## src/rtl/serial_word_loader_pkg.sv

```systemverilog
// Shared definitions for the serial word loader: state encodings,
// default word geometry and the bit-counter width helper.
package serial_word_loader_pkg;

  // Default word MSB index; the word itself is W_DEF+1 bits wide.
  localparam int W_DEF  = 4;
  localparam int WW_DEF = W_DEF + 1;
  localparam int CW_DEF = 8;

  typedef enum logic [1:0] {
    IDLE  = 2'd0,
    SHIFT = 2'd1,
    HOLD  = 2'd2
  } state_t;

  // Bit counter must hold 0..msb; sized with one spare code for headroom.
  function automatic int bit_cnt_width(input int msb);
    return $clog2(msb + 2);
  endfunction

endpackage

```

## src/rtl/serial_word_loader_if.sv

```systemverilog
// Serial input and parallel word output bundle of the serial word loader.
// master = the loader, slave = the environment feeding bits / taking words.
interface serial_word_loader_if
  import serial_word_loader_pkg::*;
#(
  parameter int w  = W_DEF,
  parameter int CW = CW_DEF
);
  logic          sin;
  logic          sin_vld;
  logic [w:0]    out;
  logic          out_vld;
  logic          out_rdy;
  logic          busy;
  logic          ovf;
  logic [CW-1:0] wcnt;

  modport master (
    input  sin, sin_vld, out_rdy,
    output out, out_vld, busy, ovf, wcnt
  );

  modport slave (
    output sin, sin_vld, out_rdy,
    input  out, out_vld, busy, ovf, wcnt
  );
endinterface

```

## src/rtl/serial_word_loader_sipo_reg.sv

```systemverilog
// Serial-in / parallel-out shift register, MSB first, with shift enable
// and synchronous clear.
module sipo_reg #(
  parameter int WIDTH = 4
) (
  input  logic             clk,
  input  logic             rst_b,
  input  logic             clr,
  input  logic             en,
  input  logic             din,
  output logic [WIDTH-1:0] q
);

  generate
    if (WIDTH == 1) begin : g_single
      // Degenerate one-bit register: each shift simply replaces the bit.
      always_ff @(posedge clk) begin
        if (!rst_b || clr) q <= '0;
        else if (en)       q <= din;
      end
    end else begin : g_multi
      // New bit enters at the LSB so the first bit ends up as the MSB.
      always_ff @(posedge clk) begin
        if (!rst_b || clr) q <= '0;
        else if (en)       q <= {q[WIDTH-2:0], din};
      end
    end
  endgenerate

endmodule

```

## src/rtl/serial_word_loader.sv

```systemverilog
// Serial word loader: finds a start bit on a 1-bit stream, shifts in
// w+1 data bits MSB first and presents the word on a valid/ready port.
//
// state | meaning
// IDLE  | waiting for a start bit (sin=1 with sin_vld)
// SHIFT | collecting data bits, busy=1
// HOLD  | word presented on out with out_vld=1 until accepted
module serial_word_loader
  import serial_word_loader_pkg::*;
#(
  parameter int w  = W_DEF,
  parameter int CW = CW_DEF
) (
  input  logic                 clk,
  input  logic                 rst_b,
  serial_word_loader_if.master bus
);

  localparam int WW = w + 1;
  localparam int BW = bit_cnt_width(w);

  state_t        state_q, state_d;
  logic [BW-1:0] bcnt_q, bcnt_d;
  logic [WW-1:0] out_q;
  logic [WW-1:0] out_d;
  logic          out_vld_q, out_vld_d;
  logic          busy_q;
  logic          ovf_q, ovf_d;
  logic [CW-1:0] wcnt_q, wcnt_d;
  logic          load_out;
  logic          sh_clr;
  logic          sh_en;
  logic          xfer;
  logic [w-1:0]  sh_q;

  // The final data bit is taken straight from sin, so the shift register
  // only needs the w bits already received.
  sipo_reg #(.WIDTH(w)) u_sipo (
    .clk   (clk),
    .rst_b (rst_b),
    .clr   (sh_clr),
    .en    (sh_en),
    .din   (bus.sin),
    .q     (sh_q)
  );

  assign out_d = {sh_q, bus.sin};
  assign xfer  = out_vld_q && bus.out_rdy;

  // State, bit counter, handshake and status registers.
  always_ff @(posedge clk) begin
    if (!rst_b) begin
      state_q   <= IDLE;
      bcnt_q    <= '0;
      out_vld_q <= 1'b0;
      busy_q    <= 1'b0;
      ovf_q     <= 1'b0;
      wcnt_q    <= '0;
    end else begin
      state_q   <= state_d;
      bcnt_q    <= bcnt_d;
      out_vld_q <= out_vld_d;
      busy_q    <= (state_d == SHIFT);
      ovf_q     <= ovf_d;
      wcnt_q    <= wcnt_d;
    end
  end

  // Output word register; keeps its value after a transfer.
  always_ff @(posedge clk) begin
    if (!rst_b)        out_q <= '0;
    else if (load_out) out_q <= out_d;
  end

  // Next-state and control decode.
  always_comb begin
    state_d   = state_q;
    bcnt_d    = bcnt_q;
    out_vld_d = out_vld_q;
    ovf_d     = ovf_q;
    wcnt_d    = wcnt_q;
    load_out  = 1'b0;
    sh_clr    = 1'b0;
    sh_en     = 1'b0;

    case (state_q)
      IDLE: begin
        out_vld_d = 1'b0;
        if (bus.sin_vld && bus.sin) begin
          state_d = SHIFT;
          bcnt_d  = '0;
          sh_clr  = 1'b1;
        end
      end

      SHIFT: begin
        if (bus.sin_vld) begin
          sh_en = 1'b1;
          if (bcnt_q == BW'(w)) begin
            state_d   = HOLD;
            bcnt_d    = '0;
            load_out  = 1'b1;
            out_vld_d = 1'b1;
          end else begin
            bcnt_d = bcnt_q + 1'b1;
          end
        end
      end

      HOLD: begin
        if (xfer) begin
          wcnt_d    = wcnt_q + 1'b1;
          out_vld_d = 1'b0;
          if (bus.sin_vld && bus.sin) begin
            // Start bit arriving with the acceptance: no idle gap needed.
            state_d = SHIFT;
            bcnt_d  = '0;
            sh_clr  = 1'b1;
          end else begin
            state_d = IDLE;
          end
        end else if (bus.sin_vld) begin
          // Nowhere to put the bit while a word is still pending.
          ovf_d = 1'b1;
        end
      end

      default: begin
        state_d   = IDLE;
        bcnt_d    = '0;
        out_vld_d = 1'b0;
      end
    endcase
  end

  assign bus.out     = out_q;
  assign bus.out_vld = out_vld_q;
  assign bus.busy    = busy_q;
  assign bus.ovf     = ovf_q;
  assign bus.wcnt    = wcnt_q;

endmodule

```

## src/flat_wrapper.sv

```systemverilog
// flat-port wrapper written by rule: the top's interface ports become plain ports
module serial_word_loader_flat import serial_word_loader_pkg::*;
#(
  parameter int w  = W_DEF,
  parameter int CW = CW_DEF
)
  (clk, rst_b, bus_sin, bus_sin_vld, bus_out_rdy, bus_out, bus_out_vld, bus_busy, bus_ovf, bus_wcnt);
  serial_word_loader_if #(.w(w), .CW(CW)) bus_i ();
  input  logic clk;
  input  logic rst_b;
  input wire logic [$bits(bus_i.sin)-1:0] bus_sin;
  input wire logic [$bits(bus_i.sin_vld)-1:0] bus_sin_vld;
  input wire logic [$bits(bus_i.out_rdy)-1:0] bus_out_rdy;
  output wire logic [$bits(bus_i.out)-1:0] bus_out;
  output wire logic [$bits(bus_i.out_vld)-1:0] bus_out_vld;
  output wire logic [$bits(bus_i.busy)-1:0] bus_busy;
  output wire logic [$bits(bus_i.ovf)-1:0] bus_ovf;
  output wire logic [$bits(bus_i.wcnt)-1:0] bus_wcnt;
  assign bus_i.sin = bus_sin;
  assign bus_i.sin_vld = bus_sin_vld;
  assign bus_i.out_rdy = bus_out_rdy;
  assign bus_out = bus_i.out;
  assign bus_out_vld = bus_i.out_vld;
  assign bus_busy = bus_i.busy;
  assign bus_ovf = bus_i.ovf;
  assign bus_wcnt = bus_i.wcnt;
  serial_word_loader #(.w(w), .CW(CW)) u_core (.clk(clk), .rst_b(rst_b), .bus(bus_i));
endmodule
```

## config.mk

```make
export PLATFORM = sky130hd
export DESIGN_NAME = serial_word_loader_flat
export DESIGN_NICKNAME = d
export VERILOG_FILES = /design/src/rtl/serial_word_loader_pkg.sv /design/src/rtl/serial_word_loader_if.sv /design/src/rtl/serial_word_loader_sipo_reg.sv /design/src/rtl/serial_word_loader.sv /design/src/flat_wrapper.sv
export SDC_FILE = /design/constraint.sdc
export NUM_CORES = 1
export LEC_CHECK = 0
export ABC_AREA = 1
export CAP_MARGIN = 20
export CORE_ASPECT_RATIO = 0.7
export CORE_UTILIZATION = 50
export CTS_CLUSTER_SIZE = 10
export DETAILED_ROUTE_END_ITERATION = 10
export GPL_ROUTABILITY_DRIVEN = 1
export HOLD_SLACK_MARGIN = 0.03
export PLACE_DENSITY = 0.82
export SLEW_MARGIN = 20
export SYNTH_ARGS = -nofsm -noshare
export SYNTH_HDL_FRONTEND = slang
export SYNTH_SLANG_ARGS = --single-unit
```

## constraint.sdc

```tcl
create_clock -name clk -period 1.32 [get_ports clk]
set_input_delay 0.33 -clock clk [delete_from_list [all_inputs] [get_ports clk]]
set_output_delay 0.33 -clock clk [all_outputs]
set_load 0.01 [all_outputs]
```

# Word level (Yosys, flattened, before mapping)
# Cells that the tools add are included.
# op_classes
n_addsub	2
eq_ne	7
n_mux	23
bitwise_logic	1
reduce_logical	9
# op_table
op	n
3-bit 2-to-1 mux	4
1-bit 2-to-1 mux	11
3-bit case mux with 3 select lines	1
8-bit by 1-bit adder with 8-bit output, second input constant	1
2-bit 2-to-1 mux	4
2-bit case mux with 3 select lines	1
3-bit AND reduction	2
2-bit by 1-bit == test with 1-bit output, second input constant	2
2-bit by 1-bit inequality test with 1-bit output, second input constant	2
1-bit case mux with 2 select lines	2
2-bit AND reduction	2
3-bit by 1-bit adder with 3-bit output, second input constant	1
3-bit == test, second input constant	1
2-bit == test, second input constant	1
1-bit logical AND	2
2-bit zero test	1
2-bit inequality test, second input constant	1
1-bit zero test	1
1-bit logical OR	1
1-bit NOT	1
# word_totals
ff_bits	25
out_inout_bits	16

# Depth between registers and ports, before layout
# Gate-level depths: netlist of run 1.
# depth
depth_word	5
ltp_mapped	8
ltp_nobuf	8

# By module
# Synthesis of run 1 repeated with hierarchy kept, for this count alone.
# hier_totals
hier_cells	164
hier_area_um2	1158.6
# modules_own_cells
mod	n_inst	cells_per_inst	area_each_um2	seq_area_each_um2
serial_word_loader	1	145	1017.2	420.4
sipo_reg	1	19	141.4	80.1

# Least setup slack after synthesis of run 1
# OpenSTA, ideal clock, no wires.
# synth_path
path_type	register to register
start	reg u_core.bcnt_q[0]
end	reg u_core.out_vld_q (netlist: u_core.bus.out_vld)
setup_time_ps	122
t_arrival_ps	1093
setup_slack_ps	105
stages_incl_launch_ff	8
n_path_buf	0
period_less_slack_ps	1215
path_cell_list	dfxtp_1 inv_1 ha_1 nand2_1 o21ai_0 nand2_1 nand2_1 a21oi_2
# synth_between
elab_chain_len	3
# synth_rtl
item	line	rtl
start, declared	serial_word_loader.sv:23	logic [BW-1:0] bcnt_q, bcnt_d;
start signal, assigned	serial_word_loader.sv:61	bcnt_q <= bcnt_d;
3-bit == test	serial_word_loader.sv:99	if (bcnt_q == BW'(w)) begin
2-bit by 1-bit inequality test with 1-bit output (no line)	--	
3-bit AND reduction (no line)	--	
end signal, assigned	serial_word_loader.sv:62	out_vld_q <= out_vld_d;
end, declared	serial_word_loader.sv:26	logic out_vld_q, out_vld_d;
# No other way between the ends.
# A chain may end at the register's enable or synchronous reset.

# Final worst setup path of run 1
# layout_path
start	in bus_out_rdy
end	reg u_core.wcnt_q[6] (netlist: u_core.bus.wcnt[6])
# layout_between
elab_chain_len	2
# layout_rtl
item	line	rtl
start, declared	flat_wrapper.sv:13	input wire logic [$bits(bus_i.out_rdy)-1:0] bus_out_rdy;
1-bit logical AND	serial_word_loader.sv:48	assign xfer = out_vld_q && bus.out_rdy;
2-bit AND reduction (no line)	--	
end signal, assigned	serial_word_loader.sv:65	wcnt_q <= wcnt_d;
end, declared	serial_word_loader.sv:29	logic [CW-1:0] wcnt_q, wcnt_d;
# No other way between the ends.

==> reports/metrics.cfg, run 1 <==
[status]
run_status=finished with violations
violations=setup timing

[timing]
fin_skew_ps=3.46
setup_violations=1
max-slew-margin-rel=0.812
worstMarginPinSlew_ps=281
max_freq_mhz=756
layout_min_cycle_time_ps=1320
slew_viol_final=0
fin_crit_sh=1.00
setup_tns_ps=-3.46
hold_viol_final=0
setup_ws_ps=-3.46

[worst_setup_path]
path_cells=clkdlybuf4s50_1 -> nand2_2 -> nor2_4 -> buf_4 -> nand4_1 -> nand2_1 -> inv_1 -> nor2_1
path_buf_inv=3
cp_data_required_time_ps=1580
crit_family=buffers and inverters
critPathMaxFanout=7
crit_slowest_cell=clkdlybuf4s50_1
cp.arrival_ps=1590
critPathLaunchType=input port
cp-end-kind=flip-flop
cpPeakStageDelay_ps=520
critical_path_class=input port to flip-flop

[grt]
grt_pass1_wl_um=4480
grt-ovfl-total=0
grt_max_degree=16
antenna_found_initial=0
track_usage=0.238
grt_pass1_vias=1078

[logic_synthesis]
avgSynthCellArea_um2=7.47
yosys_warnings=0
ys_types=24
yosysTopAreaCell=dfxtp_1
synth.top_cell.area_share=0.435
ys_seq_area_frac=0.435
syn-num-nets=162
synth_cells=154
yosys-top-cells-area=dfxtp_1 (43%), nand2_1 (10%), nor2_1 (7.8%)
ys_ff_latch=25
netlist_area_mm2=0.00115

[detailed_routing]
firstDrtPassIters=4
drt_iter0_drc=47
num_vias=1206
drc=0
viasPerCell=5.22
ant_nets=0
wire_per_inst_um=12.2
wl_um=2830

[clock_tree]
cts_tree=done
clkTransAtPathRegs_ps=130
clock_path_buffers=2
cts-root-buf=clkbuf_4
cts.sinks=25
worstSkewPairLatency_ps=320
cts-hold-fix-buffers=0
cts_made_buffers=3
cts_max_level=1

[placed_design]
hpwl_um=2040
portBuffers=20
gp_congestion=0.860
place_area_mm2=0.00151

[hold_path]
hold_path.class=input port to flip-flop

[floorplan]
die_area_mm2=0.00250
rows=14
initial_core_util=0.534
die_y_um=42.1
io_pins=21
die_w_um=59.4
coreArea_mm2=0.00215

[final_layout]
drive_above_1_share=0.286
syn2layout_area_growth_pct=38.8
n_antenna_cell=0
finish.instance_area_mm2=0.00160
nets=208

[pwr]
power_uw=1240
ir_drop_v=0.000507
powerDensity_mw_per_mm2=774
leakagePower_uw=0.000777

[run]
drv_cap=0

==> cell type report <==
type | count | area [um2]
clock buffers | 3 | 22.5
clock inverters | 1 | 7.51
fillers | 169 | 557
inverters | 20 | 80.1
multi-input cells | 107 | 578
flip-flops and latches | 25 | 510
well taps | 32 | 40.0
repair buffers | 43 | 359
==> per-layer routing <==
layer  GRT usage  routed length (um)
met5           0                   0
met1       0.303                1270
met3      0.0586                 199
met4      0.0667                  40
met2       0.396                1320
==> repair_timing <==
action,4_1_cts,5_1_grt
setup buffers,0,6
pin swaps,0,3
resized for setup,20,25
hold endpoints to repair,0,0
endpoints found under the setup margin,17,25
==> stage by stage <==
| stage | utilization | hold slack, ps | cells | setup WS, ps |
|---|---|---|---|---|
| 6_report | 0.742 | 379 | 231 | -3.46 |
| 3_3_place_gp | 0.700 | 452 | 221 | -273 |
| 3_5_place_dp | 0.700 | 482 | 221 | -331 |
| 2_1_floorplan | - | 441 | 154 | 105 |
| 5_1_grt | 0.742 | 387 | 231 | -23.4 |
| 4_1_cts | 0.707 | 501 | 225 | 0.779 |
==> cells by family (layout without fill, tap and decap cells) <==
family,Yosys count,in the layout,share of synthesized area
simple gates,77,77,0.316
fa+ha+maj,3,3,0.0326
flops,25,25,0.435
compound gates,26,26,0.133
xor+xnor,1,1,0.00761
buf+inv,22,67,0.0761
==> Yosys cell counts <==
cell type	number
xnor2_1	1
nor3_1	1
nand3_2	1
nor2_4	2
nand2_2	2
inv_1	18
a31oi_1	1
dfxtp_1	25
nor2_1	24
ha_1	3
nand2_4	1
nor2_8	1
a21oi_2	2
o21bai_1	1
inv_4	1
nand3_1	7
nand4_1	5
o21ai_2	3
a21oi_1	12
o21ai_0	7
and3_1	1
inv_2	1
nand2_1	32
buf_2	2
==> placed cells by master (no fill, tap or decap), drive strengths merged <==
cell	synthesis	layout
clkinvlp	0	1
nand3	8	8
dlygate4sd2	0	8
nor3	1	1
inv	20	20
a21oi	14	14
nand4	5	5
buf	2	23
dlymetal6s2s	0	1
clkdlybuf4s15	0	6
dfxtp	25	25
o21bai	1	1
xnor2	1	1
o21ai	10	10
nor2	27	27
and3	1	1
clkbuf	0	5
ha	3	3
nand2	35	35
a31oi	1	1
clkdlybuf4s50	0	3
==> registers in the layout, summed over array words and instances (netlist names) <==
register            cells
u_core.bcnt_q           3
u_core.bus.busy         1
u_core.bus.out          5
u_core.bus.out_vld      1
u_core.bus.ovf          1
u_core.bus.wcnt         8
u_core.state_q          2
u_core.u_sipo.q         4
==> report_power, final <==
part	switching, uW	internal [uW]
logic	72.1	53.8
registers	5.14	764
clock network	227	116
total	304	933
==> worst paths after layout <==
kind,from,endpoint,slack [ps],cells past startpoint
max,bus_out_rdy,u_core.bus.wcnt[6],-3,8
min,bus_sin_vld,u_core.bcnt_q[1],380,3
max reg2reg,u_core.bus.out_vld,u_core.bus.wcnt[6],80,8
min reg2reg,u_core.bcnt_q[1],u_core.bcnt_q[1],490,2
==> worst min-delay path, cell delays in order <==
cell            delay [ps]
dlymetal6s2s_1         180
nand3_1                100
a21oi_1                 60
(Power assumes the default switching activity.)
==> run 2, diff against run 1 <==
- ABC_AREA: 1 -> not set
- ABC_CLOCK_PERIOD_IN_PS: not set -> 1320
- SETUP_SLACK_MARGIN: not set -> 0.05
==> run 2 against run 1 <==
- the flow still finishes with violations (setup timing)
- sequential cell count is the same
- combinational power fell by 10%
- utilization is 4.2 points higher
- register-to-register slack worse by 98 ps
- sequential share of layout area up 1.9 points
- global-route usage increased by 2.5 points
==> reports/metrics.cfg, run 2 <==
[timing]
setup_violations=1
max-slew-margin-rel=0.755
worstMarginPinSlew_ps=365
rsz0062_at_grt=yes
slew_viol_final=0
layout_min_cycle_time_ps=1340
setup_ws_ps=-17.6
setup_tns_ps=-17.6
max_freq_mhz=748
fin_crit_sh=1.01
fin_skew_ps=1.73
hold_viol_final=0

[final_layout]
final_cells=201
final_core_utilization=0.784
syn2layout_area_growth_pct=38.0
mostFrequentLayoutCell=buf_4
nets=180
n_antenna_cell=0
largest_reg_flops=8
drive_above_1_share=0.398
layout_common_cells=buf_4 (19), a21oi_1 (17), nand2_1 (13)

[logic_synthesis]
synth.top_cell.area_share=0.444
ys_types=34
avgSynthCellArea_um2=8.54
synth_compound_area_frac=0.238
synth-edff-count=0
post_synth_fa_ha_maj_area_fraction=0.0333
post_synth_xor_area_fraction=0.00777
synth-simple-area-share=0.216
netlist_area_mm2=0.00113
synth_cells=132
yosys-top-cells-area=dfxtp_1 (44%), a21oi_1 (9.8%), nand2_1 (5.0%)
async_flop_share=0
yosys_warnings=0
yosysTopAreaCell=dfxtp_1
post-synth-top-count-cell=dfxtp_1
synth_top_family_by_area=compound AO/OA/AOI/OAI gates
ys_top_cells_by_count=dfxtp_1 (25), a21oi_1 (22), nand2_1 (15), o21ai_0 (11), nand3_1 (8)
ys_ff_latch=25
synth_ff_type=dfxtp_1
syn-num-nets=140
ys_seq_area_frac=0.444
synth.area.mux_share=0.00888

[detailed_routing]
viasPerCell=5.97
wire_per_inst_um=16.1
wl_met3_um=260
drc=0
wl_met2_um=1510
firstDrtPassIters=4
ant_nets=0
top_layer=met4
num_vias=1199
wl_um=3250
wl_met1_um=1390
drt_iter0_drc=57

[worst_setup_path]
cp_data_required_time_ps=1580
critPathMaxFanout=5
critPathLaunchType=flip-flop
critical_path_class=flip-flop to flip-flop
cp.arrival_ps=1600
cp-end-kind=flip-flop
worstRegToRegCells=4

[clock_tree]
cts_tree=done
clkTransAtPathRegs_ps=130
cts_max_level=1
cts-hold-fix-buffers=0
cts-root-buf=clkbuf_4
clock_path_buffers=2
worstSkewPairLatency_ps=320
cts_made_buffers=3
cts.sinks=25

[floorplan]
die_y_um=41.7
die_area_mm2=0.00245
initial_core_util=0.568
die_w_um=58.8
rows=13
coreArea_mm2=0.00198
io_pins=21

[grt]
grt_pass1_vias=1083
track_usage=0.263
grt_pass1_wl_um=4740
antenna_found_initial=0
grt_max_degree=14
grt-ovfl-total=0

[pwr]
powerDensity_mw_per_mm2=785
power.internal_uw=923
p_switching_uw=299
power_frac_seq=0.623
combPwrFrac=0.093
leakagePower_uw=0.000608
ir_drop_v=0.000778
pwr-share-clk=0.284
swShare=0.244

[placed_design]
gp_congestion=0.844
place_inst=188
pre_cts_ws_ps=-518
portBuffers=20
hpwl_um=2010

[status]
violations=setup timing
run_status=finished with violations

[run]
drv_cap=0

[hold_path]
hold_path.class=flip-flop to flip-flop
hold-path-cell-count=2

[run 2: cell types whose count changed after synthesis, sizes merged, moves of 3 or more]
cell,before,now
nor2,27,3
or3,0,3
clkbuf,0,4
or4,0,3
nand2,35,15
a21oi,14,22
nand4,5,1
o31ai,0,4
inv,20,4
[run 2: per-layer routing]
metal	up-vias	global-route usage
li1	561	-
met1	574	0.327
met2	54	0.395
met3	10	0.0810
met4	0	0.157
met5	-	0
[run 2: power by group through the flow]
stage	clock, uW	sequential [uW]	combinational, uW
finish	346	761	113
global route	374	762	121
CTS	351	761	104
detailed placement	0	782	104
global placement	0	781	98.7
floorplan	0	780	52.6
[run 2: through the flow]
step	cell area [um2]	power, uW	hold slack [ps]
after floorplan	1150	832	437
after global placement	1440	879	451
after detailed placement	1440	885	450
after CTS	1520	1220	469
after global routing	1560	1260	516
final	1560	1220	476
[run 2: final cells by class]
type | count | area (um2)
Fill cell | 138 | 429
Timing Repair Buffer | 40 | 288
Sequential cell | 25 | 527
Multi-Input combinational cell | 97 | 658
Tap cell | 30 | 37.5
Clock buffer | 4 | 26.3
Inverter | 5 | 18.8
[run 2: timing repair]
item | CTS | global route
buffers inserted | 5 | 2
cloned | 0 | 2
resized for setup | 54 | 34
setup endpoints to repair | 38 | 34
[run 2: worst paths after layout]
check / slack [ps] / start / end
worst max-delay path: -20 / u_core.bus.wcnt[0] / u_core.bus.wcnt[6]
worst min-delay path: 480 / u_core.u_sipo.q[3] / u_core.u_sipo.q[3]
worst max register to register: -20 / u_core.bus.wcnt[0] / u_core.bus.wcnt[6]
worst min register to register: 480 / u_core.u_sipo.q[3] / u_core.u_sipo.q[3]
[run 2: critical path, stage by stage (launching register included)]
cell     delay (ps)
dfxtp_4         410
ha_4            160
nand2_2          60
or4_1           500
a21oi_1         140
[run 2: cells by family (layout without fill, tap and decap cells)]
kind of cell,after synthesis,after routing
buffers and inverters,12,49
AND/OR/NAND/NOR,43,45
adder cells (fa/ha/maj),3,3
AO/OA/AOI/OAI,47,47
multiplexers,1,1
flip-flops,25,25
XOR/XNOR,1,1
==> run 3, diff against run 2 <==
- CAP_MARGIN: 20 -> 25
==> results of run 3 <==
Same layout as run 2: the final DEF is identical, and so are final timing and power.
